## src/rtl/arc4_pkg.sv

```systemverilog
// ============================================================================
// Module      : arc4_pkg
// Description : Shared types and constants for the ARC4 encryptor.
// Revision    : 1.0 - initial release
// ============================================================================
`default_nettype none

package arc4_pkg;

   localparam int KEY_BYTES = 3;
   localparam int S_DEPTH   = 256;
   localparam logic [7:0] PRINT_LO = 8'h20;
   localparam logic [7:0] PRINT_HI = 8'h7E;

   typedef enum logic [3:0] {
      IDLE      = 4'd0,
      INIT      = 4'd1,
      KSA_RDI   = 4'd2,
      KSA_RDJ   = 4'd3,
      KSA_WRI   = 4'd4,
      KSA_WRJ   = 4'd5,
      RDLEN     = 4'd6,
      PRGA_RDI  = 4'd7,
      PRGA_RDJ  = 4'd8,
      PRGA_WRI  = 4'd9,
      PRGA_WRJ  = 4'd10,
      PRGA_RDK  = 4'd11,
      PRGA_OUT  = 4'd12,
      DONE      = 4'd13
   } arc4_state_t;

   // Key byte 0 is the most significant byte of the key word.
   function automatic logic [7:0] key_byte(input logic [KEY_BYTES*8-1:0] k,
                                           input logic [1:0] idx);
      logic [7:0] b;
      case (idx)
         2'd0:    b = k[23:16];
         2'd1:    b = k[15:8];
         default: b = k[7:0];
      endcase
      return b;
   endfunction

endpackage

`default_nettype wire

```

## src/rtl/arc4_s_mem.sv

```systemverilog
// ============================================================================
// Module      : arc4_s_mem
// Description : 256x8 single-port synchronous RAM holding the ARC4 S-box.
// Revision    : 1.0 - initial release
// ============================================================================
`default_nettype none

module arc4_s_mem
   import arc4_pkg::*;
(
   input  logic       clk,
   input  logic [7:0] addr,
   input  logic [7:0] wrdata,
   input  logic       wren,
   output logic [7:0] rddata
);

   logic [7:0] r_mem [S_DEPTH];

   always_ff @(posedge clk) begin
      if (wren) begin
         r_mem[addr] <= wrdata;
      end
      rddata <= r_mem[addr];
   end

endmodule

`default_nettype wire

```

## src/rtl/arc4_encrypt.sv

```systemverilog
// ============================================================================
// Module      : arc4_encrypt
// Description : ARC4 encryptor, length-prefixed PT memory in, CT memory out.
//               Define ARC4_PRINTABLE_CHECK_EN to enable the pt_ok checker.
// Revision    : 1.0 - initial release
// ============================================================================
`default_nettype none

module arc4_encrypt
   import arc4_pkg::*;
#(
   parameter int KEY_W  = 24,
   parameter int ADDR_W = 8
)(
   input  logic              clk,
   input  logic              rst_n,
   input  logic              en,
   output logic              rdy,
   input  logic [KEY_W-1:0]  key,
   output logic [ADDR_W-1:0] pt_addr,
   input  logic [7:0]        pt_rddata,
   output logic [ADDR_W-1:0] ct_addr,
   output logic [7:0]        ct_wrdata,
   output logic              ct_wren,
   output logic              pt_ok
);

   arc4_state_t r_state, w_next;

   logic [KEY_W-1:0]  r_key;
   logic [7:0]        r_i, r_j, r_si, r_sj, r_k, r_len;
   logic [1:0]        r_kidx;
   logic [ADDR_W-1:0] r_pt_addr, r_ct_addr;
   logic [7:0]        r_ct_wrdata;
   logic              r_ct_wren;

   logic [7:0] w_s_addr, w_s_wrdata, w_s_rddata;
   logic       w_s_wren, w_accept;
   logic [7:0] w_ksa_j, w_prga_j, w_i_inc;

   assign w_accept = en && (r_state == IDLE);
   assign w_ksa_j  = r_j + w_s_rddata + key_byte(r_key, r_kidx);
   assign w_prga_j = r_j + w_s_rddata;
   assign w_i_inc  = r_i + 8'd1;

   arc4_s_mem u_s_mem (
      .clk    (clk),
      .addr   (w_s_addr),
      .wrdata (w_s_wrdata),
      .wren   (w_s_wren),
      .rddata (w_s_rddata)
   );

   always_ff @(posedge clk or negedge rst_n) begin
      if (!rst_n) r_state <= IDLE;
      else        r_state <= w_next;
   end

   always_comb begin
      w_next = r_state;
      case (r_state)
         IDLE:     if (en) w_next = INIT;
         INIT:     if (r_i == 8'd255) w_next = KSA_RDI;
         KSA_RDI:  w_next = KSA_RDJ;
         KSA_RDJ:  w_next = KSA_WRI;
         KSA_WRI:  w_next = KSA_WRJ;
         KSA_WRJ:  w_next = (r_i == 8'd255) ? RDLEN : KSA_RDI;
         RDLEN:    w_next = (pt_rddata == 8'd0) ? DONE : PRGA_RDI;
         PRGA_RDI: w_next = PRGA_RDJ;
         PRGA_RDJ: w_next = PRGA_WRI;
         PRGA_WRI: w_next = PRGA_WRJ;
         PRGA_WRJ: w_next = PRGA_RDK;
         PRGA_RDK: w_next = PRGA_OUT;
         PRGA_OUT: w_next = (r_k == r_len) ? DONE : PRGA_RDI;
         DONE:     w_next = IDLE;
         default:  w_next = IDLE;
      endcase
   end

   // S-box port: reads present the address one cycle ahead of the data use.
   always_comb begin
      rdy        = (r_state == IDLE);
      w_s_addr   = r_i;
      w_s_wrdata = r_i;
      w_s_wren   = 1'b0;
      case (r_state)
         INIT:     w_s_wren = 1'b1;
         KSA_RDJ:  w_s_addr = w_ksa_j;
         KSA_WRI,
         PRGA_WRI: begin
            w_s_wrdata = w_s_rddata;
            w_s_wren   = 1'b1;
         end
         KSA_WRJ,
         PRGA_WRJ: begin
            w_s_addr   = r_j;
            w_s_wrdata = r_si;
            w_s_wren   = 1'b1;
         end
         PRGA_RDI: w_s_addr = w_i_inc;
         PRGA_RDJ: w_s_addr = w_prga_j;
         PRGA_RDK: w_s_addr = r_si + r_sj;
         default:  ;
      endcase
   end

   always_ff @(posedge clk or negedge rst_n) begin
      if (!rst_n) begin
         r_key       <= '0;
         r_i         <= '0;
         r_j         <= '0;
         r_si        <= '0;
         r_sj        <= '0;
         r_k         <= '0;
         r_len       <= '0;
         r_kidx      <= '0;
         r_pt_addr   <= '0;
         r_ct_addr   <= '0;
         r_ct_wrdata <= '0;
         r_ct_wren   <= 1'b0;
      end else begin
         r_ct_wren <= 1'b0;
         case (r_state)
            IDLE: if (w_accept) begin
               r_key     <= key;
               r_i       <= '0;
               r_pt_addr <= '0;
            end
            INIT: begin
               r_i    <= w_i_inc;
               r_j    <= '0;
               r_kidx <= '0;
            end
            KSA_RDJ: begin
               r_si <= w_s_rddata;
               r_j  <= w_ksa_j;
            end
            KSA_WRJ: begin
               r_i    <= w_i_inc;
               r_kidx <= (r_kidx == 2'd2) ? 2'd0 : r_kidx + 2'd1;
            end
            RDLEN: begin
               r_i         <= '0;
               r_j         <= '0;
               r_k         <= 8'd1;
               r_len       <= pt_rddata;
               r_ct_addr   <= '0;
               r_ct_wrdata <= pt_rddata;
               r_ct_wren   <= 1'b1;
            end
            PRGA_RDI: begin
               r_i       <= w_i_inc;
               r_pt_addr <= ADDR_W'(r_k);
            end
            PRGA_RDJ: begin
               r_si <= w_s_rddata;
               r_j  <= w_prga_j;
            end
            PRGA_WRI: r_sj <= w_s_rddata;
            PRGA_OUT: begin
               r_ct_addr   <= ADDR_W'(r_k);
               r_ct_wrdata <= pt_rddata ^ w_s_rddata;
               r_ct_wren   <= 1'b1;
               r_k         <= r_k + 8'd1;
            end
            default: ;
         endcase
      end
   end

   assign pt_addr   = r_pt_addr;
   assign ct_addr   = r_ct_addr;
   assign ct_wrdata = r_ct_wrdata;
   assign ct_wren   = r_ct_wren;

`ifdef ARC4_PRINTABLE_CHECK_EN
   logic r_pt_ok;

   // Flag starts good on each accepted run and falls on the first bad byte.
   always_ff @(posedge clk or negedge rst_n) begin
      if (!rst_n) begin
         r_pt_ok <= 1'b1;
      end else if (w_accept) begin
         r_pt_ok <= 1'b1;
      end else if ((r_state == PRGA_OUT) &&
                   ((pt_rddata < PRINT_LO) || (pt_rddata > PRINT_HI))) begin
         r_pt_ok <= 1'b0;
      end
   end

   assign pt_ok = r_pt_ok;
`else
   assign pt_ok = 1'b1;
`endif

endmodule

`default_nettype wire

```

## config.mk

```make
export PLATFORM = sky130hd
export DESIGN_NAME = arc4_encrypt
export DESIGN_NICKNAME = d
export VERILOG_FILES = /design/src/rtl/arc4_pkg.sv /design/src/rtl/arc4_s_mem.sv /design/src/rtl/arc4_encrypt.sv
export SDC_FILE = /design/constraint.sdc
export NUM_CORES = 2
export LEC_CHECK = 0
export BUFFER_PORTS_ARGS = -buffer_cell sky130_fd_sc_hd__buf_2
export CAP_MARGIN = 20
export CORE_MARGIN = 8
export CORE_UTILIZATION = 60
export CTS_CLUSTER_DIAMETER = 150
export DETAILED_ROUTE_END_ITERATION = 8
export PLACE_DENSITY = 0.74
export SYNTH_ARGS = -nofsm -noshare
export SYNTH_HDL_FRONTEND = slang
export SYNTH_SLANG_ARGS = --single-unit
```

## constraint.sdc

```tcl
create_clock -name clk -period 15.95 [get_ports clk]
set_clock_uncertainty 0.05 [all_clocks]
set_input_delay 1.595 -clock clk [delete_from_list [all_inputs] [get_ports clk]]
set_output_delay 1.595 -clock clk [all_outputs]
set_load 0.01 [all_outputs]
```

# Word level (Yosys, flattened, before mapping)
# Memories as Yosys holds them, arrays and structs flattened. A register that Yosys moved wholly into a read port is not among the register bits.
# Index checks and enable logic that the tools add are counted.
dict set report word_totals {
  reg_bits 103
  ram_bits 2048
  inputBits 35
  output_inout_bits 27
  word_cells 82
  memories 1
}
dict set report classes {
  add_sub_neg 6
  n_eq_ne 19
  n_mux 22
  bitwise_logic 1
  reduce_logical 20
}
# name depth width rd rd_ports_with_merged_regs wr line
set memory_table {}
lappend memory_table {u_s_mem.r_mem 256 8 1 1 1 arc4_s_mem.sv:18} ;# logic [7:0] r_mem [S_DEPTH];
# cell count
set op_table {}
lappend op_table {{$pmux W8 S2} 6}
lappend op_table {{$pmux W4 S13} 1}
lappend op_table {{$pmux W8 S3} 2}
lappend op_table {{$pmux W8 S5} 1}
lappend op_table {{$add A8 B8 Y8} 3}
lappend op_table {{$eq A4 B4 Y1 const B} 5}
lappend op_table {{$add A8 B1 Y8 const B} 2}
lappend op_table {{$eq A4 B3 Y1 const B} 4}
lappend op_table {{$mux W4} 4}
lappend op_table {{$reduce_or A2 Y1} 5}
lappend op_table {{$eq A4 B2 Y1 const B} 2}
lappend op_table {{$eq A8 B8 Y1} 1}
lappend op_table {{$eq A8 B8 Y1 const B} 1}
lappend op_table {{$logic_not A8 Y1} 1}
lappend op_table {{$mux W8} 1}
lappend op_table {{$reduce_and A2 Y1} 4}
lappend op_table {{$xor A8 B8 Y8} 1}
lappend op_table {{$reduce_bool A2 Y1} 3}
lappend op_table {{$reduce_bool A3 Y1} 2}
lappend op_table {{$reduce_or A5 Y1} 1}
lappend op_table {{$eq A4 B1 Y1 const B} 1}
lappend op_table {{$logic_not A4 Y1} 1}
lappend op_table {{$mux W1} 4}
lappend op_table {{$ne A2 B2 Y1 const B} 2}
lappend op_table {{other kinds (10)} 10}

# Logic depth before layout (Yosys ltp)
dict set report depth {
  ltp_word 5
  mapped_depth 18
  ltp_nobuf 15
}

# Hierarchy
# Synthesis repeated with hierarchy kept, for this count alone.
dict set report unflattened {
  cells_unflattened 4186
  hier_area_um2 84597.4
}
# mod instances cells_per_inst area_each_um2 seq_area_each_um2
set modules_own_cells {}
lappend modules_own_cells {arc4_s_mem 1 3547 78492.8 61659.1}
lappend modules_own_cells {arc4_encrypt 1 639 6104.6 2577.5}

# Worst setup path before layout
# Ideal clock, no wire load.
dict set report synth_timing {
  path_type {reg-to-reg}
  start {reg r_state[2]}
  end {mem u_s_mem.r_mem[0][0] (data pin)}
  setup_ns 0.820
  t_arrival_ns 4.629
  required_time_ns 15.080
  slack_ns 10.451
  stages_incl_launch_ff 8
  path_buffers 3
  synth_period_minus_slack_ns 5.499
  path_cell_list {dfrtp_1 > buf_4 > clkbuf_1 > clkbuf_1 > nand2_1 > a21oi_1 > a22oi_1 > nand2_1}
}
dict set report synth_via {
  elab_chain_len 3
  elab_cells_between_ends 7
  classes_between {4 x eq/ne; 1 x mux; 2 x reduce/logical}
}
# item line
set synth_lines {}
lappend synth_lines {{start: declaration} arc4_encrypt.sv:28} ;# arc4_state_t r_state, w_next;
lappend synth_lines {{start signal: assignment} arc4_encrypt.sv:56} ;# else r_state <= w_next;
lappend synth_lines {{$eq A4 B3 Y1 or $eq A4 B4 Y1 (tied branches)} arc4_encrypt.sv:86} ;# case (r_state)
lappend synth_lines {{$reduce_or A2 Y1} arc4_encrypt.sv:86}
lappend synth_lines {{$pmux W8 S2 *} arc4_encrypt.sv:86}
lappend synth_lines {{named net u_s_mem.wrdata[0]} arc4_s_mem.sv:13} ;# input logic [7:0] wrdata,
lappend synth_lines {{end: declaration} arc4_s_mem.sv:18}
# The timed path passes the listed nets; every way through them passes the cells marked *.

# Final worst setup path
dict set report layout_timing {
  start {reg r_kidx[0]}
  end {reg u_s_mem.rddata[0] (read register of u_s_mem.r_mem)}
}
dict set report layout_via {
  elab_chain_len 4
  elab_cells_between_ends 5
  classes_between {1 x add/sub; 1 x eq/ne; 2 x mux; 1 x reduce/logical}
}
# item line
set layout_lines {}
lappend layout_lines {{start: declaration} arc4_encrypt.sv:32} ;# logic [1:0] r_kidx;
lappend layout_lines {{start signal: assignment} arc4_encrypt.sv:140} ;# r_kidx <= (r_kidx == 2'd2) ? 2'd0 : r_kidx + 2'd1;
lappend layout_lines {{$eq A2 B1 Y1 or $logic_not A2 Y1 (tied branches)} arc4_pkg.sv:36} ;# case (idx)
lappend layout_lines {{$pmux W8 S2 *} arc4_pkg.sv:36}
lappend layout_lines {{$add A8 B8 Y8 *} arc4_encrypt.sv:42} ;# assign w_ksa_j = r_j + w_s_rddata + key_byte(r_key, r_kidx);
lappend layout_lines {{$pmux W8 S5 *} arc4_encrypt.sv:86}
lappend layout_lines {{end: declaration} arc4_s_mem.sv:15} ;# output logic [7:0] rddata
# Every way passes the cells marked *; elsewhere a longest branch is shown, timed or not.
# A chain may end at the register's enable or synchronous reset.

==> qor.yml <==
timing:
  worstMarginPinSlew_ns: 1.37
  setup-tns-final_ns: 0
  setup_ws_ns: 8.74
  setup_viol: 0
  report.final.slew_viol_count: 0
  rsz0062_at_grt: "no"
  min_period_ns: 7.21
  period_share_pct: 45.2
  hold_slack_ns: 0.439
  max_freq_ghz: 0.139
  maxSlewHeadroom_pct: 8.62
  finalHoldViolations: 0
floorplanning:
  die_h_microns: 393
  die_x_microns: 393
  start_util_pct: 60.4
  row_count: 138
  core_area_sq_um: 141000
  ioPinCount: 62
  die-area_sq_um: 155000
pwr:
  p_leak_nw: 30.2
  pwr-share-comb_pct: 0.1
  worst_ir_drop_vdd_mv: 0.127
  seqPwrFrac_pct: 56.4
  power.density_nw_per_um2: 115
  p_sw_share_pct: 19.3
  p_total_w: 0.0108
  clkPwrFrac_pct: 43.5
  power.internal_w: 0.00875
  p_switching_w: 0.00209
synthesis:
  synth_top_area_share_pct: 72.0
  avgSynthCellArea_sq_um: 17.7
  yosys_warnings: 0
  ys_ff_latch: 2159
  synth-edff-count: 2048
  synth_fp_nets: 4894
  netlist_top_cells_area: "edfxtp_1, mux4_2, dfrtp_1"
  yosys.area.top_type: "edfxtp_1"
  synth-seq-area-share_pct: 75.2
  syn_inst: 4833
  synth.cell_area_sq_um: 85500
  async_reset_ff_share_pct: 4.77
  synth_cell_types: 79
  synthFlopType: "edfxtp_1"
clock_network:
  clockBufferDepth: 3
  cts_buffers: 203
  cts_tree: "yes"
  cts_root_buf: "clkbuf_16"
  cts_setup_buffers: 0
  cts_resized: 0
  cts_max_level: 4
  clock_latency_ns: 0.85
  ctsHoldBuffers: 0
  clk_pin_slew_ns: 0.06
  cts_sinks: 2159
cells_and_area:
  nNetsFinal: 4921
  drive_gt1_share_pct: 17.8
  syn2layout_area_growth_pct: 10.0
placement:
  globalplace.congestion: 0.858
  port_buffers: 60
  dp_slack_ns: 8.93
  hpwlAfterDp_microns: 117000
setup_path:
  start_kind: "flop"
  path_class: "flop to flop"
  path_max_fanout: 141
  cp-end-kind: "flop"
  required_ns: 16.43
  arrival_ns: 7.70
global_routing:
  grt_pass1_wl_microns: 304000
  grt_max_degree: 209
  antenna_found_initial: 5
  grtUsageTotal_pct: 26.1
  grt_pass1_vias: 45621
  grt-ovfl-total: 0
routing:
  wl_met3_microns: 23200
  post_drt_wl_per_cell_microns: 29.8
  met2_wirelength_microns: 96900
  avgViaCountPerCell: 6.71
  drt_wl_total_microns: 206000
  dr.pass1.iters: 5
  vias: 46417
  drc: 0
  antenna_left: 0
  highest_layer: "met5"
  wl_met1_microns: 79200
  first_iter_violations: 6818
flow_run:
  cap_violations: 0
hold_path:
  hp-class: "flop to flop"
outcome:
  outcome: "complete, no violations"
placed cells by master, fill, tap and decap left out, drive strengths merged, types with 6 or more instances in the layout:
master / instances
mux2: 42
o31ai: 12
nor3: 13
nand4: 9
o2111ai: 10
a221oi: 34
nand2: 609
a31oi: 98
a32oi: 32
o21a: 6
and3: 103
dfxtp: 8
o22ai: 21
o21ai: 62
a21oi: 132
and2: 6
nand3: 99
ha: 23
clkbuf: 253
mux4: 384
xnor2: 21
bufinv: 17
buf: 131
dfrtp: 103
a22o: 45
inv: 27
a21o: 11
clkinv: 85
nor2: 297
mux2i: 12
a22oi: 168
nand2b: 7
o41ai: 17
edfxtp: 2048
kinds of logic (layout without fill, tap and decap cells):
logic type,count (synthesis),after routing,share of synthesized area [%]
AOI/OAI and AO/OA,678,678,5.57
xor gates and xnor gates,26,26,0.266
adders and majority gates,26,26,0.407
buffers and inverters,327,518,1.87
DFF,2159,2159,75.2
muxes,438,438,10.8
other,1,3,0.00439
and+or+nand+nor,1178,1178,5.91
cells in the mapped netlist, drive strengths merged (13+ instances only):
cell type,number
nor2,297
mux4,384
xnor2,21
a22o,45
a221oi,34
a22oi,168
dfrtp,103
mux2,42
nand3,99
edfxtp,2048
o22ai,21
a31oi,98
o21ai,62
buf,157
inv,17
a21oi,132
and3,103
a32oi,32
o41ai,17
ha,23
clkbuf,152
nor3,13
nand2,609
worst paths after layout:
| kind | slack (ns) | endpoint | startpoint | cells after the start |
|---|---|---|---|---|
| max | 8.74 | u_s_mem.rddata[0] | r_kidx[0] | 16 |
| min | 0.44 | ct_addr[3] | ct_addr[3] | 2 |
| max reg2reg | 8.74 | u_s_mem.rddata[0] | r_kidx[0] | 16 |
| min reg2reg | 0.44 | ct_addr[3] | ct_addr[3] | 2 |
| max in group asynchronous | 13.94 | r_key[4] | rst_n | 2 |
| min in group asynchronous | 0.62 | ct_wrdata[3] | rst_n | 1 |
sequential cells by signal (all words and copies together) (netlist names):
register / count
r_j: 8
ct_addr: 8
u_s_mem.r_mem: 2048
pt_addr: 8
ct_wren: 1
r_i: 8
r_si: 8
r_key: 24
r_kidx: 2
ct_wrdata: 8
r_len: 8
r_state: 4
r_k: 8
r_sj: 8
u_s_mem.rddata: 8
worst max-delay path: stages (launching register included):
cell,delay (ns)
dfrtp_1,0.66
mux2i_1,0.27
o21ai_0,0.15
ha_1,0.29
fa_1,0.54
nand4_1,0.07
a21oi_1,0.39
a2111o_2,0.21
buf_12,0.49
buf_12,0.63
buf_4,0.69
mux4_2,0.42
a22o_1,0.26
a221oi_1,0.25
o22ai_1,0.23
o31ai_1,0.44
o2111ai_1,0.49
metal layers:
layer / vias up / global-route usage, %
li1: 19340 / -
met1: 23895 / 37.7
met2: 2794 / 39.8
met3: 386 / 6.17
met4: 2 / 8.57
met5: - / 0
power by group through the flow:
stage | sequential (W) | combinational (W) | clock [W]
2_1_floorplan | 0.00623 | 0.00000195 | 0
3_3_place_gp | 0.00623 | 0.0000144 | 0
3_5_place_dp | 0.00623 | 0.0000147 | 0
4_1_cts | 0.00611 | 0.0000147 | 0.00475
5_1_grt | 0.00611 | 0.0000166 | 0.00496
6_report | 0.00611 | 0.0000144 | 0.00472
metrics by stage:
step | utilization (%) | std cells | area (sq um)
5_1_grt | 66.5 | 6914 | 94000
6_report | 66.5 | 6916 | 94000
3_5_place_dp | 61.8 | 6540 | 87400
3_3_place_gp | 61.8 | 6537 | 87400
4_1_cts | 66.4 | 6909 | 93900
2_1_floorplan | - | 4833 | 85500
area by class of cell:
type	instances	area, sq um
Antenna cell	2	5.00
Clock buffer	253	5280
Clock inverter	116	1190
Fill cell	8978	47400
Inverter	18	67.6
Multi-Input combinational cell	2347	19800
Sequential cell	2159	64200
Tap cell	1890	2360
Timing Repair Buffer	131	1100
Power figures use the tool's default switching activity.
